File: src/rtl/integrator_pkg.sv
// Shared saturation helpers and status encoding for the forward-Euler integrator.
package integrator_pkg;

    typedef enum logic [1:0] {SAT_NONE, SAT_POS, SAT_NEG} sat_e;

    function automatic int sat_max(input int L);
        return (1 << (L - 1)) - 1;
    endfunction

    function automatic int sat_min(input int L);
        return -(1 << (L - 1));
    endfunction

endpackage

File: src/rtl/integrator_fwd_if.sv
// Sample/state bundle of the integrator; the master drives samples, the slave returns state and flags.
interface integrator_fwd_if #(parameter int LENGTH = 5);
    logic signed [LENGTH-1:0] DATA_I;
    logic signed [LENGTH-1:0] DATA_O;
    logic                     OFDET_O;
    logic                     UFDET_O;

    modport master (output DATA_I, input DATA_O, OFDET_O, UFDET_O);
    modport slave  (input DATA_I, output DATA_O, OFDET_O, UFDET_O);
endinterface

File: src/rtl/integrator_fwd_sat_add_s.sv
// Combinational signed saturating adder; ovf/unf mark clamping towards MAX/MIN.
module sat_add_s
    import integrator_pkg::*;
#(
    parameter int LENGTH = 5
) (
    input  logic signed [LENGTH-1:0] a,
    input  logic signed [LENGTH-1:0] b,
    output logic signed [LENGTH-1:0] result,
    output logic                     ovf,
    output logic                     unf
);
    logic [LENGTH:0] sum;
    logic            wrap;

    // One guard bit: a mismatch between the two top bits means the true sum left the range.
    assign sum  = {a[LENGTH-1], a} + {b[LENGTH-1], b};
    assign wrap = sum[LENGTH] != sum[LENGTH-1];
    assign ovf  = wrap & ~sum[LENGTH];
    assign unf  = wrap & sum[LENGTH];

    always_comb begin
        result = sum[LENGTH-1:0];
        if (ovf)
            result = LENGTH'(sat_max(LENGTH));
        else if (unf)
            result = LENGTH'(sat_min(LENGTH));
    end
endmodule

File: src/rtl/integrator_fwd.sv
// Saturating forward-Euler integrator: y[n] = sat(y[n-1] + x[n-1]), one sample per clock.
module integrator_fwd
    import integrator_pkg::*;
#(
    parameter int LENGTH    = 5,
    parameter bit INPUT_REG = 1'b1
) (
    input  logic               CLK_I,
    input  logic               ARESETN_I,
    integrator_fwd_if.slave    bus
);
    logic signed [LENGTH-1:0] x_q;
    logic signed [LENGTH-1:0] acc;
    logic signed [LENGTH-1:0] sum_res;
    logic                     ovf;
    logic                     unf;
    logic                     of_q;
    logic                     uf_q;
    sat_e                     st;

    generate
        if (LENGTH < 2) begin : g_len_chk
            $error("integrator_fwd: LENGTH must be >= 2");
        end

        if (INPUT_REG) begin : g_in_reg
            logic signed [LENGTH-1:0] x_r;
            always_ff @(posedge CLK_I or negedge ARESETN_I) begin
                if (!ARESETN_I) x_r <= '0;
                else            x_r <= bus.DATA_I;
            end
            assign x_q = x_r;
        end else begin : g_in_direct
            assign x_q = bus.DATA_I;
        end
    endgenerate

    sat_add_s #(.LENGTH(LENGTH)) u_add (
        .a      (acc),
        .b      (x_q),
        .result (sum_res),
        .ovf    (ovf),
        .unf    (unf)
    );

    always_comb begin
        st = SAT_NONE;
        if (ovf)      st = SAT_POS;
        else if (unf) st = SAT_NEG;
    end

    // Flags are rewritten on every update, so they track only the latest sum.
    always_ff @(posedge CLK_I or negedge ARESETN_I) begin
        if (!ARESETN_I) begin
            acc  <= '0;
            of_q <= 1'b0;
            uf_q <= 1'b0;
        end else begin
            acc  <= sum_res;
            of_q <= (st == SAT_POS);
            uf_q <= (st == SAT_NEG);
        end
    end

    assign bus.DATA_O  = acc;
    assign bus.OFDET_O = of_q;
    assign bus.UFDET_O = uf_q;
endmodule

File: src/flat_wrapper.sv
// flat-port wrapper written by rule: the top's interface ports become plain ports
module integrator_fwd_flat import integrator_pkg::*;
#(
    parameter int LENGTH    = 5,
    parameter bit INPUT_REG = 1'b1
)
  (CLK_I, ARESETN_I, bus_DATA_I, bus_DATA_O, bus_OFDET_O, bus_UFDET_O);
  integrator_fwd_if #(.LENGTH(LENGTH)) bus_i ();
  input  logic CLK_I;
  input  logic ARESETN_I;
  input wire logic [$bits(bus_i.DATA_I)-1:0] bus_DATA_I;
  output wire logic [$bits(bus_i.DATA_O)-1:0] bus_DATA_O;
  output wire logic [$bits(bus_i.OFDET_O)-1:0] bus_OFDET_O;
  output wire logic [$bits(bus_i.UFDET_O)-1:0] bus_UFDET_O;
  assign bus_i.DATA_I = bus_DATA_I;
  assign bus_DATA_O = bus_i.DATA_O;
  assign bus_OFDET_O = bus_i.OFDET_O;
  assign bus_UFDET_O = bus_i.UFDET_O;
  integrator_fwd #(.LENGTH(LENGTH), .INPUT_REG(INPUT_REG)) u_core (.CLK_I(CLK_I), .ARESETN_I(ARESETN_I), .bus(bus_i));
endmodule
File: config.mk
export PLATFORM = sky130hd
export DESIGN_NAME = integrator_fwd_flat
export DESIGN_NICKNAME = d
export VERILOG_FILES = /design/src/rtl/integrator_pkg.sv /design/src/rtl/integrator_fwd_if.sv /design/src/rtl/integrator_fwd_sat_add_s.sv /design/src/rtl/integrator_fwd.sv /design/src/flat_wrapper.sv
export SDC_FILE = /design/constraint.sdc
export NUM_CORES = 1
export LEC_CHECK = 0
export ABC_AREA = 1
export BUFFER_PORTS_ARGS = -buffer_cell sky130_fd_sc_hd__buf_2
export CAP_MARGIN = 5
export CELL_PAD_IN_SITES_DETAIL_PLACEMENT = 0
export CELL_PAD_IN_SITES_GLOBAL_PLACEMENT = 1
export CORE_MARGIN = 1
export CORE_UTILIZATION = 35
export DETAILED_ROUTE_END_ITERATION = 10
export PLACE_DENSITY = 0.68
export REMOVE_ABC_BUFFERS = 1
export SYNTH_ARGS = -nofsm -noshare
export SYNTH_HDL_FRONTEND = slang
export SYNTH_SLANG_ARGS = --single-unit
export TNS_END_PERCENT = 10
File: constraint.sdc
create_clock -name CLK_I -period 4.2 [get_ports CLK_I]
set_input_delay 0.84 -clock CLK_I [delete_from_list [all_inputs] [get_ports CLK_I]]
set_output_delay 0.84 -clock CLK_I [all_outputs]
set_load 0.03 [all_outputs]
==> results.txt, run 1 <==
status: finished clean
post-cts resize count: 0
clock latency at the later pin of the worst-skew pair: 0.27 ns
Setup CP Type: reg2reg
period utilization: 54.2%
Syn. warnings: 0
Die Y: 43.0 um
top_reg_cell synth: dfrtp_1
setup violators final: 0
DR WL/cell: 10.7 um
drt first pass iters: 4
post-synthesis sequential element count: 12
compound-gate portion of the synthesized area: 2.55%
nets@finish: 87
Clk pin slew, worst setup/hold paths: 0.08 ns
CP cell instances: ha_1 -> inv_1 -> fa_1 -> inv_1 -> nand3_1 -> nand2_1 -> xor2_1 -> inv_2 -> ha_1 -> inv_1 -> or2_2 -> nand2_1
initial antenna violation count: 0
Fmax: 439 MHz
CTS tree: done
clk buf depth: 2
r2r worst-path depth: 12
Fin Hold WS: 0.433 ns
drt drc: 0
CTS H-tree lvls: 1
top-count cell post-synth: dfrtp_1
clock root buffer: clkbuf_4
Crit-path slowest cell: dfrtp_1
share of layout cells above drive strength 1: 33.8%
largest family of logic cells by synthesized area: simple AND/OR/NAND/NOR gates
Worst setup EP type: register
Antenna Nets Post-Route: 0
total track usage: 12.6%
area grow syn2layout: 20.6%
I/O pin total: 14
CTS Hold Bufs: 0
multiplexer share of the synthesized area: 0%
Final Skew: 0.00333 ns
commonest cells in the synthesized netlist: dfrtp_1, nand2_1, inv_1, ha_1, nand3_1
Starting Density: 38.2%
vias per cell: 4.71
Mean Syn Cell Area: 10.9 um2
setup slack at placement: 1.94 ns
Setup TNS: 0 ns
Worst Path Arrival: 2.49 ns
first-pass GRT wire length: 1640 um
CP dominant cell by count: inv_1
die width: 43.0 um
cells after synthesis: 54
ANT cells: 0
vias in the first global route: 392
Adder-Cell Fraction of Synth Area: 18.3%
largest cells by area after synthesis: dfrtp_1, ha_1, nand2_1
post-layout utilization of the core: 46.1%
postcts setup bufs: 0
Post-synth EDFFs: 0
overflow left after global routing: 0
largest net degree at the start of global routing: 13
core area: 0.00154 mm2
min Tclk post-route: 2.28 ns
worst slew pin tran: 0.269 ns
Worst EP required: 4.41 ns
die area: 0.00185 mm2
Detail Placement HPWL: 723 um
Synth Area in Simple Gates: 20.4%
CP Max Fanout: 3
synthesized cell area: 589 um2
library cells used by synthesis: 17
post-synth top area share: 51.0%
Async S/R FF share, synth: 100%
Max Transition Viols Final: 0
max-cap viol count: 0
TritonCTS Sinks: 12
count of input and output buffers: 13
Final WS setup: 1.92 ns
GPL Wtd Cong: 0.695
via count: 410
Crit path largest cell delay: 0.35 ns
CTS Buf Count: 3
Rows: 14
Rel. slew slack: 82.1%
hold crit path type: in2async
XOR/XNOR share of the synthesized area: 1.49%
cell taking the most area after synthesis: dfrtp_1
Fin. Hold Viols: 0
RSZ-0062 raised after global routing: false
drt initial violations: 7
register area share after synthesis: 51.0%
Total Wirelength: 935 um
Startpoint Class: register
## cells in the final DEF, fill, tap and decap left out
cell type	count
xor2_1	1
inv_1	9
buf_2	13
dfrtp_1	12
clkbuf_8	1
a21oi_1	2
or2_2	1
o21ai_0	1
nand2_1	10
clkbuf_4	3
inv_2	1
fa_1	1
ha_1	7
nand3_2	1
nand3_4	1
nand4_1	1
nor3_2	1
nand2_4	1
nand3_1	3
nand2_2	1
## worst paths after layout
path                                   startpoint  slack (ns)                endpoint
min in group CLK_I         u_core.g_in_reg.x_r[0]        0.57    u_core.bus.DATA_O[0]
max                          u_core.bus.DATA_O[0]        1.92    u_core.bus.DATA_O[1]
min                                     ARESETN_I        0.43    u_core.bus.DATA_O[2]
max in group asynchronous               ARESETN_I        3.55  u_core.g_in_reg.x_r[0]
min reg2reg                u_core.g_in_reg.x_r[0]        0.57    u_core.bus.DATA_O[0]
max reg2reg                  u_core.bus.DATA_O[0]        1.92    u_core.bus.DATA_O[1]
## per-stage QoR
step | instance area [um2] | instances
after global routing | 711 | 87
final | 711 | 87
after floorplan | 589 | 54
after CTS | 711 | 87
after global placement | 674 | 83
after detailed placement | 674 | 83
## metal layers
metal	vias to the layer above	part of all wire, %	track usage (%)
li1	208	-	-
met1	189	46	16.9
met2	9	48	17.9
met3	4	4.0	2.55
met4	0	2.0	9.09
met5	-	0	0
## sequential cells by signal (all words and copies together), names as in the netlist
| name | count |
|---|---|
| u_core.bus.UFDET_O | 1 |
| u_core.g_in_reg.x_r | 5 |
| u_core.bus.OFDET_O | 1 |
| u_core.bus.DATA_O | 5 |
## layout make-up
cell class / count / area (um2)
Tap cell: 16 / 20.0
Sequential cell: 12 / 300
Clock buffer: 4 / 36.3
Inverter: 10 / 37.5
Multi-Input combinational cell: 32 / 251
Fill cell: 160 / 831
Timing Repair Buffer: 13 / 65.1
## critical path, delay by kind of cell, from the launching register on
kind	cells	cell delay, ns
adders and majority gates	3	0.83
and+or+nand+nor	4	0.53
DFF	1	0.35
buffers and inverters	4	0.28
xor gates and xnor gates	1	0.23
## logic make-up after synthesis
family	after synthesis
and+or+nand+nor	20
DFF	12
buffers and inverters	10
adders and majority gates	8
AOI/OAI and AO/OA	3
xor gates and xnor gates	1
Power of run 1 is not shown: default switching activity piles up to over one toggle a cycle in this logic, so the estimate is an artifact.
==> inputs of run 2 (changes only) <==
--- a/config.mk
+++ b/config.mk
@@ -5,7 +5,7 @@
 export SDC_FILE = /design/constraint.sdc
 export NUM_CORES = 1
 export LEC_CHECK = 0
-export ABC_AREA = 1
+export ABC_AREA = 0
 export BUFFER_PORTS_ARGS = -buffer_cell sky130_fd_sc_hd__buf_2
 export CAP_MARGIN = 5
 export CELL_PAD_IN_SITES_DETAIL_PLACEMENT = 0
@@ -13,7 +13,7 @@
 export CORE_MARGIN = 1
 export CORE_UTILIZATION = 35
 export DETAILED_ROUTE_END_ITERATION = 10
-export PLACE_DENSITY = 0.68
+export PLACE_DENSITY = 0.67
 export REMOVE_ABC_BUFFERS = 1
 export SYNTH_ARGS = -nofsm -noshare
 export SYNTH_HDL_FRONTEND = slang
==> constraint.sdc (replaced) <==
create_clock -name CLK_I -period 2.17 [get_ports CLK_I]
set_input_delay 0.434 -clock CLK_I [delete_from_list [all_inputs] [get_ports CLK_I]]
set_output_delay 0.434 -clock CLK_I [all_outputs]
set_load 0.03 [all_outputs]
==> results.txt, run 2 <==
Worst Path Arrival: 2.21 ns
initial antenna violation count: 0
Rows: 14
first-pass GRT wire length: 1500 um
DR WL/cell: 11.1 um
CTS Buf Count: 3
clock root buffer: clkbuf_4
WL met2: 441 um
I/O pin total: 14
GPL Wtd Cong: 0.672
max-cap viol count: 0
post-synth top area share: 52.1%
setup violators final: 0
M1 WL: 413 um
via count: 396
cell taking the most area after synthesis: dfrtp_1
count of input and output buffers: 13
Worst EP required: 2.37 ns
vias per cell: 4.71
Reg area: 300 um2
Die Y: 42.6 um
ANT cells: 0
CP Max Fanout: 4
setup slack at placement: 0.0348 ns
top-count cell post-synth: dfrtp_1
Setup TNS: 0 ns
Syn. warnings: 0
commonest cells in the synthesized netlist: dfrtp_1, ha_1, inv_1, o21ai_1, nor2_1
share of layout cells above drive strength 1: 42.6%
Max Transition Viols Final: 0
Total Wirelength: 931 um
min Tclk post-route: 2.02 ns
CTS Hold Bufs: 0
Fillers: 152
TritonCTS Sinks: 12
Worst setup EP type: register
die width: 42.6 um
top_reg_cell synth: dfrtp_1
Fin. Hold Viols: 0
area grow syn2layout: 26.2%
vias in the first global route: 357
Setup CP Type: reg2reg
nets@finish: 85
post-layout utilization of the core: 47.8%
overflow left after global routing: 0
Post-synth EDFFs: 0
Final Skew: 0.00405 ns
core area: 0.00152 mm2
clk buf depth: 2
CTS tree: done
drt initial violations: 3
cells after synthesis: 49
Rel. slew slack: 82.3%
Mean Syn Cell Area: 11.8 um2
R2R Setup Slk: 0.15 ns
Async S/R FF share, synth: 100%
register area share after synthesis: 52.1%
hold crit path type: in2async
commonest non-fill, non-tap cell in the layout: buf_2
Startpoint Class: register
Multi-input gate area: 275 um2
largest net degree at the start of global routing: 13
CTS H-tree lvls: 1
Starting Density: 37.8%
uppermost routed layer: met4
library cells used by synthesis: 17
largest cells by area after synthesis: dfrtp_1, ha_1, o21ai_1
drt drc: 0
synthesized cell area: 577 um2
most frequent cells in the layout: buf_2, dfrtp_1, ha_1
period utilization: 92.9%
worst slew pin tran: 0.266 ns
die area: 0.00181 mm2
total track usage: 12.2%
Antenna Nets Post-Route: 0
metal3 WL: 59 um
Detail Placement HPWL: 709 um
Final WS setup: 0.154 ns
Fmax: 496 MHz
status: finished clean
clock latency at the later pin of the worst-skew pair: 0.27 ns
RSZ-0062 raised after global routing: true
drt first pass iters: 2
Clk pin slew, worst setup/hold paths: 0.07 ns
post-synthesis sequential element count: 12
-- run 2: cell count changes after synthesis, moves of 3 or more --
| cell | delta |
|---|---|
| o21ai_1 | +5 |
| nand3_1 | -3 |
| nor2_1 | +4 |
| nand2_1 | -8 |
| inv_1 | -4 |
-- run 2: cells by family (layout without fill, tap and decap cells) --
family	Yosys count	count (layout)	synth area share, %
compound gates	9	9	11.1
buf+inv	6	25	3.90
fa+ha+maj	8	8	18.7
xor+xnor	4	4	6.07
simple gates	10	10	8.24
flops	12	12	52.1
-- run 2: critical path: stages (launching register included) --
cell,delay [ns]
dfrtp_1,0.38
ha_4,0.15
inv_2,0.04
fa_2,0.35
nor2b_1,0.11
o21ai_1,0.08
nand2b_1,0.11
xnor2_1,0.08
ha_1,0.34
nor2_2,0.10
nand2_2,0.10
o21ai_1,0.10
-- run 2: final timing paths --
check / endpoint / cells past startpoint / start
worst max-delay path: u_core.bus.DATA_O[1] / 11 / u_core.bus.DATA_O[0]
worst min-delay path: u_core.bus.DATA_O[1] / 1 / ARESETN_I
worst max register to register: u_core.bus.DATA_O[1] / 11 / u_core.bus.DATA_O[0]
worst min register to register: u_core.bus.DATA_O[0] / 3 / u_core.g_in_reg.x_r[0]
max in group asynchronous: u_core.bus.DATA_O[4] / 1 / ARESETN_I
min in group CLK_I: u_core.g_in_reg.x_r[1] / 1 / bus_DATA_I[1]
-- run 2: layout make-up --
cell class | instances | share of cell area [%]
Clock buffer | 3 | 3.09
Timing Repair Buffer | 16 | 12.0
Sequential cell | 12 | 41.2
Inverter | 6 | 3.09
Tap cell | 16 | 2.75
Multi-Input combinational cell | 31 | 37.8
-- run 2: timing repair --
item	4_1_cts	5_1_grt
buffers inserted	0	3
setup endpoints to repair	0	4
gates resized for setup	0	6
-- run 2: stage by stage --
stage          hold WS, ns  instance area [um2]  cells
6_report            0.0276                  728     84
5_1_grt             0.0471                  728     84
4_1_cts             0.0326                  684     81
3_5_place_dp         0.326                  662     78
3_3_place_gp         0.324                  662     78
2_1_floorplan        0.138                  577     49
-- run 2: routing by layer --
metal | vias to the layer above | track usage, %
met5 | - | 0
met4 | 0 | 7.50
met3 | 2 | 8.19
met2 | 13 | 18.5
met1 | 184 | 12.4
li1 | 197 | -
Power of run 2 is left out for the same reason.
